===== src/rtl/g711_enc_pipe_if.sv =====
// G.711 encoder stream bundle.
// Carries the linear-sample input stream and the encoded-code output stream,
// each with its own valid/ready handshake.
//   master : sample producer and code consumer (drives in_*, out_ready)
//   slave  : the encoder (drives in_ready, out_valid, out_ch, out_code, out_sat)
interface g711_enc_pipe_if #(
    parameter int unsigned CH_W = 2
) ();
    logic            in_valid;
    logic            in_ready;
    logic [CH_W-1:0] in_ch;
    logic            in_law;
    logic [13:0]     in_pcm;
    logic            out_valid;
    logic            out_ready;
    logic [CH_W-1:0] out_ch;
    logic [7:0]      out_code;
    logic            out_sat;

    modport master (
        output in_valid, in_ch, in_law, in_pcm, out_ready,
        input  in_ready, out_valid, out_ch, out_code, out_sat
    );

    modport slave (
        input  in_valid, in_ch, in_law, in_pcm, out_ready,
        output in_ready, out_valid, out_ch, out_code, out_sat
    );
endinterface


===== src/rtl/g711_enc_pipe.sv =====
// Two-stage pipelined G.711 (u-law / A-law) encoder for tagged multi-channel streams.
// S1 captures sign, biased/saturated magnitude, clip and mute per sample;
// S2 does the segment/mantissa encode, applies the inversion mask and drives the output.
// Ports:
//   clk        sole clock, rising edge
//   reset_n    asynchronous active-low reset
//   bus        g711_enc_pipe_if.slave: in_valid/in_ready/in_ch/in_law/in_pcm,
//              out_valid/out_ready/out_ch/out_code/out_sat
//   mute       per-channel mute, sampled with each accepted sample
//   sat_clr    per-channel sticky clip-flag clear
//   sat_flags  sticky per-channel clip indicators
module g711_enc_pipe #(
    parameter int unsigned NCH  = 4,
    parameter int unsigned CH_W = 2
) (
    input  logic           clk,
    input  logic           reset_n,
    g711_enc_pipe_if.slave bus,
    input  logic [NCH-1:0] mute,
    input  logic [NCH-1:0] sat_clr,
    output logic [NCH-1:0] sat_flags
);

    // Handshake
    logic s1_valid_q;
    logic out_valid_q;
    logic s2_load;
    logic s1_load;

    assign s2_load      = !out_valid_q || bus.out_ready;
    assign s1_load      = !s1_valid_q || s2_load;
    assign bus.in_ready = s1_load;

    // S1 front end: sign, magnitude, clip, mute
    logic        in_sign;
    logic [13:0] u_mag;
    logic [12:0] u_biased;
    logic        u_sat;
    logic [12:0] a_x;
    logic [12:0] a_abs;
    logic [11:0] a_mag;
    logic        a_sat;
    logic        in_muted;
    logic        in_clip;
    logic [12:0] in_mag;

    always_comb begin
        in_sign = bus.in_pcm[13];

        // u-law takes the one's-complement magnitude of negative samples (G.191 style),
        // so -1 encodes next to idle and -8192 lands on 8191.
        u_mag = in_sign ? ~bus.in_pcm : bus.in_pcm;
        if (u_mag >= 14'd8159) begin
            u_biased = 13'h1FFF;
            u_sat    = (u_mag > 14'd8159);
        end else begin
            u_biased = 13'(u_mag + 14'd33);
            u_sat    = 1'b0;
        end

        // A-law works on in_pcm >>> 1; dropping bit 0 is exactly that shift.
        a_x   = bus.in_pcm[13:1];
        a_abs = a_x[12] ? (13'd0 - a_x) : a_x;
        a_sat = a_abs[12];
        a_mag = a_sat ? 12'hFFF : a_abs[11:0];

        // Tags at or above NCH never match, so they are never muted.
        in_muted = 1'b0;
        for (int unsigned c = 0; c < NCH; c++) begin
            if (bus.in_ch == CH_W'(c)) begin
                in_muted = mute[c];
            end
        end

        in_clip = (bus.in_law ? a_sat : u_sat) && !in_muted;
        in_mag  = bus.in_law ? {1'b0, a_mag} : u_biased;
    end

    // Sticky clip flags: set on the S1 load edge of a clipped unmuted sample, set beats clear.
    logic [NCH-1:0] sat_flags_q;
    logic [NCH-1:0] sat_flags_d;

    always_comb begin
        sat_flags_d = sat_flags_q;
        for (int unsigned c = 0; c < NCH; c++) begin
            if (s1_load && bus.in_valid && in_clip && (bus.in_ch == CH_W'(c))) begin
                sat_flags_d[c] = 1'b1;
            end else if (sat_clr[c]) begin
                sat_flags_d[c] = 1'b0;
            end
        end
    end

    assign sat_flags = sat_flags_q;

    // S1 register
    logic [CH_W-1:0] s1_ch_q;
    logic            s1_law_q;
    logic            s1_sign_q;
    logic [12:0]     s1_mag_q;
    logic            s1_sat_q;
    logic            s1_mute_q;

    always_ff @(posedge clk or negedge reset_n) begin
        if (!reset_n) begin
            s1_valid_q  <= 1'b0;
            s1_ch_q     <= '0;
            s1_law_q    <= 1'b0;
            s1_sign_q   <= 1'b0;
            s1_mag_q    <= '0;
            s1_sat_q    <= 1'b0;
            s1_mute_q   <= 1'b0;
            sat_flags_q <= '0;
        end else begin
            sat_flags_q <= sat_flags_d;
            if (s1_load) begin
                s1_valid_q <= bus.in_valid;
                if (bus.in_valid) begin
                    s1_ch_q   <= bus.in_ch;
                    s1_law_q  <= bus.in_law;
                    s1_sign_q <= in_sign;
                    s1_mag_q  <= in_mag;
                    s1_sat_q  <= in_clip;
                    s1_mute_q <= in_muted;
                end
            end
        end
    end

    // S2 encode: segment from the leading one, mantissa is the next four bits down
    logic [2:0] seg;
    logic [3:0] mant;
    logic [7:0] code_enc;

    always_comb begin
        seg  = 3'd0;
        mant = 4'd0;
        if (s1_law_q) begin
            for (int i = 5; i <= 11; i++) begin
                if (s1_mag_q[i]) begin
                    seg = 3'(i - 4);
                end
            end
            if (seg == 3'd0) begin
                mant = s1_mag_q[4:1];
            end else begin
                mant = 4'(s1_mag_q >> seg);
            end
        end else begin
            // Biased u-law magnitude is always >= 33, so a leading one exists in [12:5].
            for (int i = 5; i <= 12; i++) begin
                if (s1_mag_q[i]) begin
                    seg = 3'(i - 5);
                end
            end
            mant = 4'(s1_mag_q >> ({1'b0, seg} + 4'd1));
        end

        if (s1_mute_q) begin
            code_enc = s1_law_q ? 8'hD5 : 8'hFF;
        end else begin
            code_enc = {s1_sign_q, seg, mant} ^ (s1_law_q ? 8'hD5 : 8'hFF);
        end
    end

    // S2 / output register
    logic [CH_W-1:0] out_ch_q;
    logic [7:0]      out_code_q;
    logic            out_sat_q;

    always_ff @(posedge clk or negedge reset_n) begin
        if (!reset_n) begin
            out_valid_q <= 1'b0;
            out_ch_q    <= '0;
            out_code_q  <= '0;
            out_sat_q   <= 1'b0;
        end else if (s2_load) begin
            out_valid_q <= s1_valid_q;
            if (s1_valid_q) begin
                out_ch_q   <= s1_ch_q;
                out_code_q <= code_enc;
                out_sat_q  <= s1_sat_q;
            end
        end
    end

    assign bus.out_valid = out_valid_q;
    assign bus.out_ch    = out_ch_q;
    assign bus.out_code  = out_code_q;
    assign bus.out_sat   = out_sat_q;

endmodule


===== src/flat_wrapper.sv =====
// flat-port wrapper written by rule: the top's interface ports become plain ports
module g711_enc_pipe_flat 
#(
    parameter int unsigned NCH  = 4,
    parameter int unsigned CH_W = 2
)
  (clk, reset_n, mute, sat_clr, sat_flags, bus_in_valid, bus_in_ch, bus_in_law, bus_in_pcm, bus_out_ready, bus_in_ready, bus_out_valid, bus_out_ch, bus_out_code, bus_out_sat);
  g711_enc_pipe_if #(.CH_W(CH_W)) bus_i ();
  input  logic clk;
  input  logic reset_n;
  input  logic [NCH-1:0] mute;
  input  logic [NCH-1:0] sat_clr;
  output logic [NCH-1:0] sat_flags;
  input wire logic [$bits(bus_i.in_valid)-1:0] bus_in_valid;
  input wire logic [$bits(bus_i.in_ch)-1:0] bus_in_ch;
  input wire logic [$bits(bus_i.in_law)-1:0] bus_in_law;
  input wire logic [$bits(bus_i.in_pcm)-1:0] bus_in_pcm;
  input wire logic [$bits(bus_i.out_ready)-1:0] bus_out_ready;
  output wire logic [$bits(bus_i.in_ready)-1:0] bus_in_ready;
  output wire logic [$bits(bus_i.out_valid)-1:0] bus_out_valid;
  output wire logic [$bits(bus_i.out_ch)-1:0] bus_out_ch;
  output wire logic [$bits(bus_i.out_code)-1:0] bus_out_code;
  output wire logic [$bits(bus_i.out_sat)-1:0] bus_out_sat;
  assign bus_i.in_valid = bus_in_valid;
  assign bus_i.in_ch = bus_in_ch;
  assign bus_i.in_law = bus_in_law;
  assign bus_i.in_pcm = bus_in_pcm;
  assign bus_i.out_ready = bus_out_ready;
  assign bus_in_ready = bus_i.in_ready;
  assign bus_out_valid = bus_i.out_valid;
  assign bus_out_ch = bus_i.out_ch;
  assign bus_out_code = bus_i.out_code;
  assign bus_out_sat = bus_i.out_sat;
  g711_enc_pipe #(.NCH(NCH), .CH_W(CH_W)) u_core (.clk(clk), .reset_n(reset_n), .bus(bus_i), .mute(mute), .sat_clr(sat_clr), .sat_flags(sat_flags));
endmodule

===== config.mk =====
export PLATFORM = sky130hd
export DESIGN_NAME = g711_enc_pipe_flat
export DESIGN_NICKNAME = d
export VERILOG_FILES = /design/src/rtl/g711_enc_pipe_if.sv /design/src/rtl/g711_enc_pipe.sv /design/src/flat_wrapper.sv
export SDC_FILE = /design/constraint.sdc
export NUM_CORES = 1
export LEC_CHECK = 0
export ABC_AREA = 1
export BUFFER_PORTS_ARGS = -buffer_cell sky130_fd_sc_hd__buf_2
export CAP_MARGIN = 40
export CORE_MARGIN = 1.5
export CORE_UTILIZATION = 59
export CTS_BUF_LIST = sky130_fd_sc_hd__clkbuf_4
export DETAILED_ROUTE_END_ITERATION = 16
export PLACE_DENSITY = 0.9
export SLEW_MARGIN = 0
export SYNTH_ARGS = -nofsm -noshare
export SYNTH_HDL_FRONTEND = slang
export SYNTH_SLANG_ARGS = --single-unit

===== constraint.sdc =====
create_clock -name clk -period 1.8 [get_ports clk]
set_input_delay 0.36 -clock clk [delete_from_list [all_inputs] [get_ports clk]]
set_output_delay 0.36 -clock clk [all_outputs]
set_load 0.03 [all_outputs]

* After elaboration in Yosys (flattened, before gate mapping)
Cells that the tools add are included.
** Storage, ports and cells
- Register bits :: 36
- Output and inout bits :: 17
** Operators by class
- Add/sub/neg operators :: 3
- Order comparisons :: 2
- Equality and inequality tests :: 3
- Shift operators :: 2
- Mux-type cells :: 40
- Bitwise logic cells :: 2
- Reduce and logical (&&, ||, !) cells :: 20
** Operators by type and width (number)
- $mux W13 :: 3
- $mux W3 :: 11
- $mux W1 :: 16
- $ge A14 B13 Y1 const B :: 1
- $gt A14 B13 Y1 const B :: 1
- $mux W14 :: 1
- $not A14 Y14 :: 1
- $add A13 B6 Y13 const B :: 1
- $shr A13 B3 Y4 :: 1
- $shr A13 B4 Y4 :: 1
- $sub A1 B13 Y13 const A :: 1
- $mux W12 :: 1
- $mux W2 :: 4
- $mux W4 :: 2
- $mux W8 :: 1
- $reduce_bool A2 Y1 :: 4
- $xor A8 B8 Y8 :: 1
- $logic_and A1 B1 Y1 :: 7
- $mux W6 :: 1
- $add A3 B1 Y4 const B :: 1
- $eq A2 B2 Y1 const B :: 2
- $reduce_and A2 Y1 :: 2
- $logic_not A1 Y1 :: 3
- $logic_not A3 Y1 :: 1
- 3 further kinds :: 4

* Longest topological paths before layout
- Word-level depth :: 13
- Depth in mapped cells :: 15
- Mapped depth without buffers :: 14

* Worst setup path after synthesis
Ideal clock, no wire load.
- Kind :: register -> register
- Start point :: register u_core.out_valid_q, in the netlist u_core.bus.out_valid
- End point :: register u_core.sat_flags_q[0], in the netlist u_core.sat_flags[0]
- Library setup time :: 0.074 ns
- Arrival :: 1.798 ns
- Data required time :: 1.726 ns
- Path slack :: -0.073 ns
- Cell stages (with the launch flop) :: 6
- Path buffers :: 0
- Cells stage by stage :: dfrtp_1 > nand3_1 > nand2_1 > a311oi_1 > nand3_4 > o21ai_2
** On the way
- Word-level cells in the longest chain between the ends :: 7
- Elaborated cells on any way between the ends :: 8
- Classes of those cells :: mux: 1; reduce/logical: 7
** Ends and longest elaborated chain
- from (decl) :: RTL line g711_enc_pipe.sv:26 : logic out_valid_q;
- from (signal assigned) :: RTL line g711_enc_pipe.sv:178 : out_valid_q <= s1_valid_q;
- $logic_not A1 Y1 * :: RTL line g711_enc_pipe.sv:30 : assign s2_load = !out_valid_q || bus.out_ready;
- $logic_or A1 B1 Y1 * :: RTL line g711_enc_pipe.sv:30
- $logic_or A1 B1 Y1 * :: RTL line g711_enc_pipe.sv:31 : assign s1_load = !s1_valid_q || s2_load;
- net bus_in_ready :: RTL line flat_wrapper.sv:19 : output wire logic [$bits(bus_i.in_ready)-1:0] bus_in_ready;
- $logic_and A1 B1 Y1 * (3 in a row) :: RTL line g711_enc_pipe.sv:86 : if (s1_load && bus.in_valid && in_clip && (bus.in_ch == CH_W'(c))) begin
- $mux W1 or $reduce_bool A2 Y1 (tied branches)
- to (signal assigned) :: RTL line g711_enc_pipe.sv:115 : sat_flags_q <= sat_flags_d;
- to (decl) :: RTL line g711_enc_pipe.sv:80 : logic [NCH-1:0] sat_flags_q;
Mark *: on every way through the listed nets, which the timed path passes. The rest lies on a longest branch.
A chain may end at the register's enable or synchronous reset.

* Final worst setup path
- Start point :: register u_core.s1_mag_q[11]
- End point :: register u_core.out_code_q[2], in the netlist u_core.bus.out_code[2]
** On the way
- Word-level cells in the longest chain between the ends :: 8
- Elaborated cells on any way between the ends :: 13
- Classes of those cells :: add/sub: 1; shift: 2; mux: 8; bitwise: 1; reduce/logical: 1
** Ends and longest elaborated chain
- from (decl) :: RTL line g711_enc_pipe.sv:100 : logic [12:0] s1_mag_q;
- from (signal assigned) :: RTL line g711_enc_pipe.sv:122 : s1_mag_q <= in_mag;
- $mux W3 (2 in a row) :: RTL line g711_enc_pipe.sv:152 : if (s1_mag_q[i]) begin
- $mux W3 :: RTL line g711_enc_pipe.sv:138 : if (s1_law_q) begin
- $add A3 B1 Y4 :: RTL line g711_enc_pipe.sv:156 : mant = 4'(s1_mag_q >> ({1'b0, seg} + 4'd1));
- $shr A13 B4 Y4 :: RTL line g711_enc_pipe.sv:156
- $mux W4 * :: RTL line g711_enc_pipe.sv:138
- $xor A8 B8 Y8 * :: RTL line g711_enc_pipe.sv:162 : code_enc = {s1_sign_q, seg, mant} ^ (s1_law_q ? 8'hD5 : 8'hFF);
- $mux W8 * :: RTL line g711_enc_pipe.sv:159 : if (s1_mute_q) begin
- to (signal assigned) :: RTL line g711_enc_pipe.sv:181 : out_code_q <= code_enc;
- to (decl) :: RTL line g711_enc_pipe.sv:168 : logic [7:0] out_code_q;
Mark *: on every way between the ends. The rest lies on a longest branch, timed or not. The select of a mux whose other input is x is not followed.

==> metrics.cfg <==
[sta]
period_needed_ns = 1.75
skew_ns = 0.0190
finalCritPeriodShare_pct = 97.1
layout_setup_ws_ns = 0.0525
rsz0062_at_grt = true
setup_viol = 0
max_slew_margin_pct = 70.3
final_max_slew_viol_count = 0
tightest_slew_ns = 0.445
fmax_ghz = 0.572
finalHoldViolCount = 0

[cts]
ctsRootBufferMaster = clkbuf_4
cts-buffers-inserted = 5
cts_hold_buf = 0
cts_tree = built
h-tree-depth = 2
path_clk_slew_ns = 0.12
insertion_delay_ns = 0.34
cts_buffer_depth = 2
clock_sinks = 35

[critical_path]
cp-start-kind = flip-flop
worst_path_most_repeated_cell = nand3_1
cp.arrival_ns = 1.98
required_ns = 2.04
crit-reg2reg-launch = u_core.s1_mag_q[11]
cpMaxStageDelayCell = dfrtp_2
critical-path-top-delay-family = simple AND/OR/NAND/NOR gates
r2r_slack_ns = 0.05
crit_type = reg2reg
r2r_end = u_core.bus.out_code[2]
critPathMaxStageDelay_ns = 0.49
path_buf_inv = 0
worst-path-max-fanout = 7
cp_cell_sequence = or2_2 > a31oi_4 > nand3_1 > nand3_1 > nand2_1 > nor2_1 > a21oi_1
endpoint_kind = flip-flop
reg2reg_depth = 7

[job]
drv_cap = 0

[routing]
drt_drc_violations_left = 0
ant_nets = 0
first_iter_violations = 438
first_pass_iters = 5
vias = 3340
wl_per_cell_um = 13.1
routed_wl_um = 7980
viasPerCell = 5.48

[yosys]
postSynthCellCount = 466
yosysSeqAreaShare_pct = 29.6
syn-cell-area_sq_um = 2960
yosys_warnings = 0
ys_ff_latch = 35
synth.distinct_cells = 40
syn_nets = 496
syn_area_per_cell_sq_um = 6.36

[grt]
grt_usage_pct = 30.6
grt_overflow = 0
grt_pass1_wl_um = 12900
antenna_found_initial = 0
grt_pass1_vias = 3051
grt_max_degree = 36

[placement]
gp_congestion = 0.925
detailed_place_hpwl_um = 6310
pre_cts_slack_ns = -0.0514
place.port_buffers = 45

[final_layout]
n_antenna_cell = 0
final_layout_size_suffix_gt1_share_pct = 23.8
n_fill_cell = 380
syn_to_final_growth_pct = 21.5
fin_util_pct = 75.2
layout.nets = 572

[die]
rows = 25
die-area_sq_um = 5460
die_x_um = 73.9
start_util_pct = 61.9
core_area_sq_um = 4790
die_h_um = 73.9
ioPinCount = 46

[power]
p_leak_nw = 1.90
ir_drop_uv = 564
power_density_nw_per_um2 = 927

[run_status]
outcome = finished clean

[worst_hold_path]
min_path_type = in2async

## through the flow
stage | area (sq um) | instances | setup TNS, ns | power (mW) | hold WS [ns]
6_report | 3600 | 610 | 0 | 3.34 | 0.0391
5_1_grt | 3600 | 610 | -0.0602 | 3.55 | 0.0592
4_1_cts | 3540 | 608 | 0 | 3.25 | 0.0410
3_5_place_dp | 3450 | 600 | -0.365 | 2.68 | 0.421
3_3_place_gp | 3450 | 600 | 0 | 2.63 | 0.415
2_1_floorplan | 2970 | 466 | 0 | 2.18 | 0.0644
## cell families after synthesis
kind of cell	synth area share, %
buffers and inverters	9.08
AOI/OAI and AO/OA	12.8
and+or+nand+nor	42.0
xor gates and xnor gates	6.08
adders and majority gates	0.422
DFF	29.6
## placed cells by master, fill, tap and decap left out, types with 4 or more instances in the layout
master,count
o21ai_0,24
xnor2_1,5
nor2_2,6
nand2_1,159
buf_4,30
xor2_1,5
a21oi_1,13
xor2_2,4
nor2_1,45
nand3_1,60
clkbuf_4,5
o21ai_1,10
inv_1,45
buf_2,45
dfrtp_1,33
nand2_2,4
o21ai_2,4
inv_2,7
## how the worst max path moves through the flow
stage | startpoint | to | slack, ns | cells past startpoint
after CTS | u_core.s1_mag_q[10] | u_core.bus.out_code[2] | 0.02 | 10
after global placement | bus_in_pcm[13] | u_core.sat_flags[3] | 0.05 | 9
after floorplan | u_core.bus.out_valid | u_core.sat_flags[0] | 0.03 | 5
after detailed placement | bus_in_pcm[13] | u_core.sat_flags[1] | -0.05 | 13
final | u_core.s1_mag_q[11] | u_core.bus.out_code[2] | 0.05 | 7
after global routing | u_core.s1_mag_q[7] | u_core.bus.out_code[0] | -0.02 | 12
## cell type report
type	count	area (sq um)	share of cell area [%]
clock buffer	5	37.5	1.04
multi-input combinational	369	1860	51.7
tap	67	83.8	2.33
inverter	54	205	5.70
clock inverter	3	43.8	1.22
sequential	35	878	24.4
timing repair buffer	77	490	13.6
## sequential cells by signal (all words and copies together), names as in the netlist
signal                count
u_core.s1_sign_q          1
u_core.s1_law_q           1
u_core.s1_sat_q           1
u_core.bus.out_ch         2
u_core.bus.out_valid      1
u_core.bus.out_code       8
u_core.s1_valid_q         1
u_core.s1_ch_q            2
u_core.bus.out_sat        1
u_core.s1_mag_q          12
u_core.s1_mute_q          1
u_core.sat_flags          4
## per-layer routing
layer	track usage, %	share of wire, %	up-vias
met5	0	0	-
met4	14.8	3.2	0
met3	4.53	5.4	28
met2	53.4	50	131
met1	36.7	41	1525
li1	-	-	1656
## synthesized netlist by cell type, drive strengths merged
cell	count	area share, %
or2	3	0.63
nand4	2	0.42
o211ai	1	0.25
nand2	166	22
nor2	54	7.4
o22ai	1	0.21
a31oi	4	1.1
a311oi	1	0.30
xor2	9	3.7
xnor2	6	2.4
clkbuf	3	0.38
a32o	1	0.34
nor3	2	0.68
buf	5	1.8
ha	1	0.42
a21oi	14	2.7
a21boi	2	0.51
nand3	61	11
a22oi	2	0.51
dfrtp	35	30
inv	53	6.8
nand3b	1	0.25
o21ai	38	6.9
clkinv	1	0.13
## where the power goes
part | internal (mW) | switching, mW | total [mW]
combinational | 0.598 | 1.08 | 1.68
sequential | 0.951 | 0.147 | 1.10
clock | 0.292 | 0.271 | 0.563
## timing repair
item	CTS	global route
buffers inserted	0	2
hold endpoints to repair	0	0
endpoints found under the setup margin	1	4
pin swaps	0	1
gates cloned	0	0
resized for setup	1	13
Note: power is estimated with default switching activity, not from simulation.
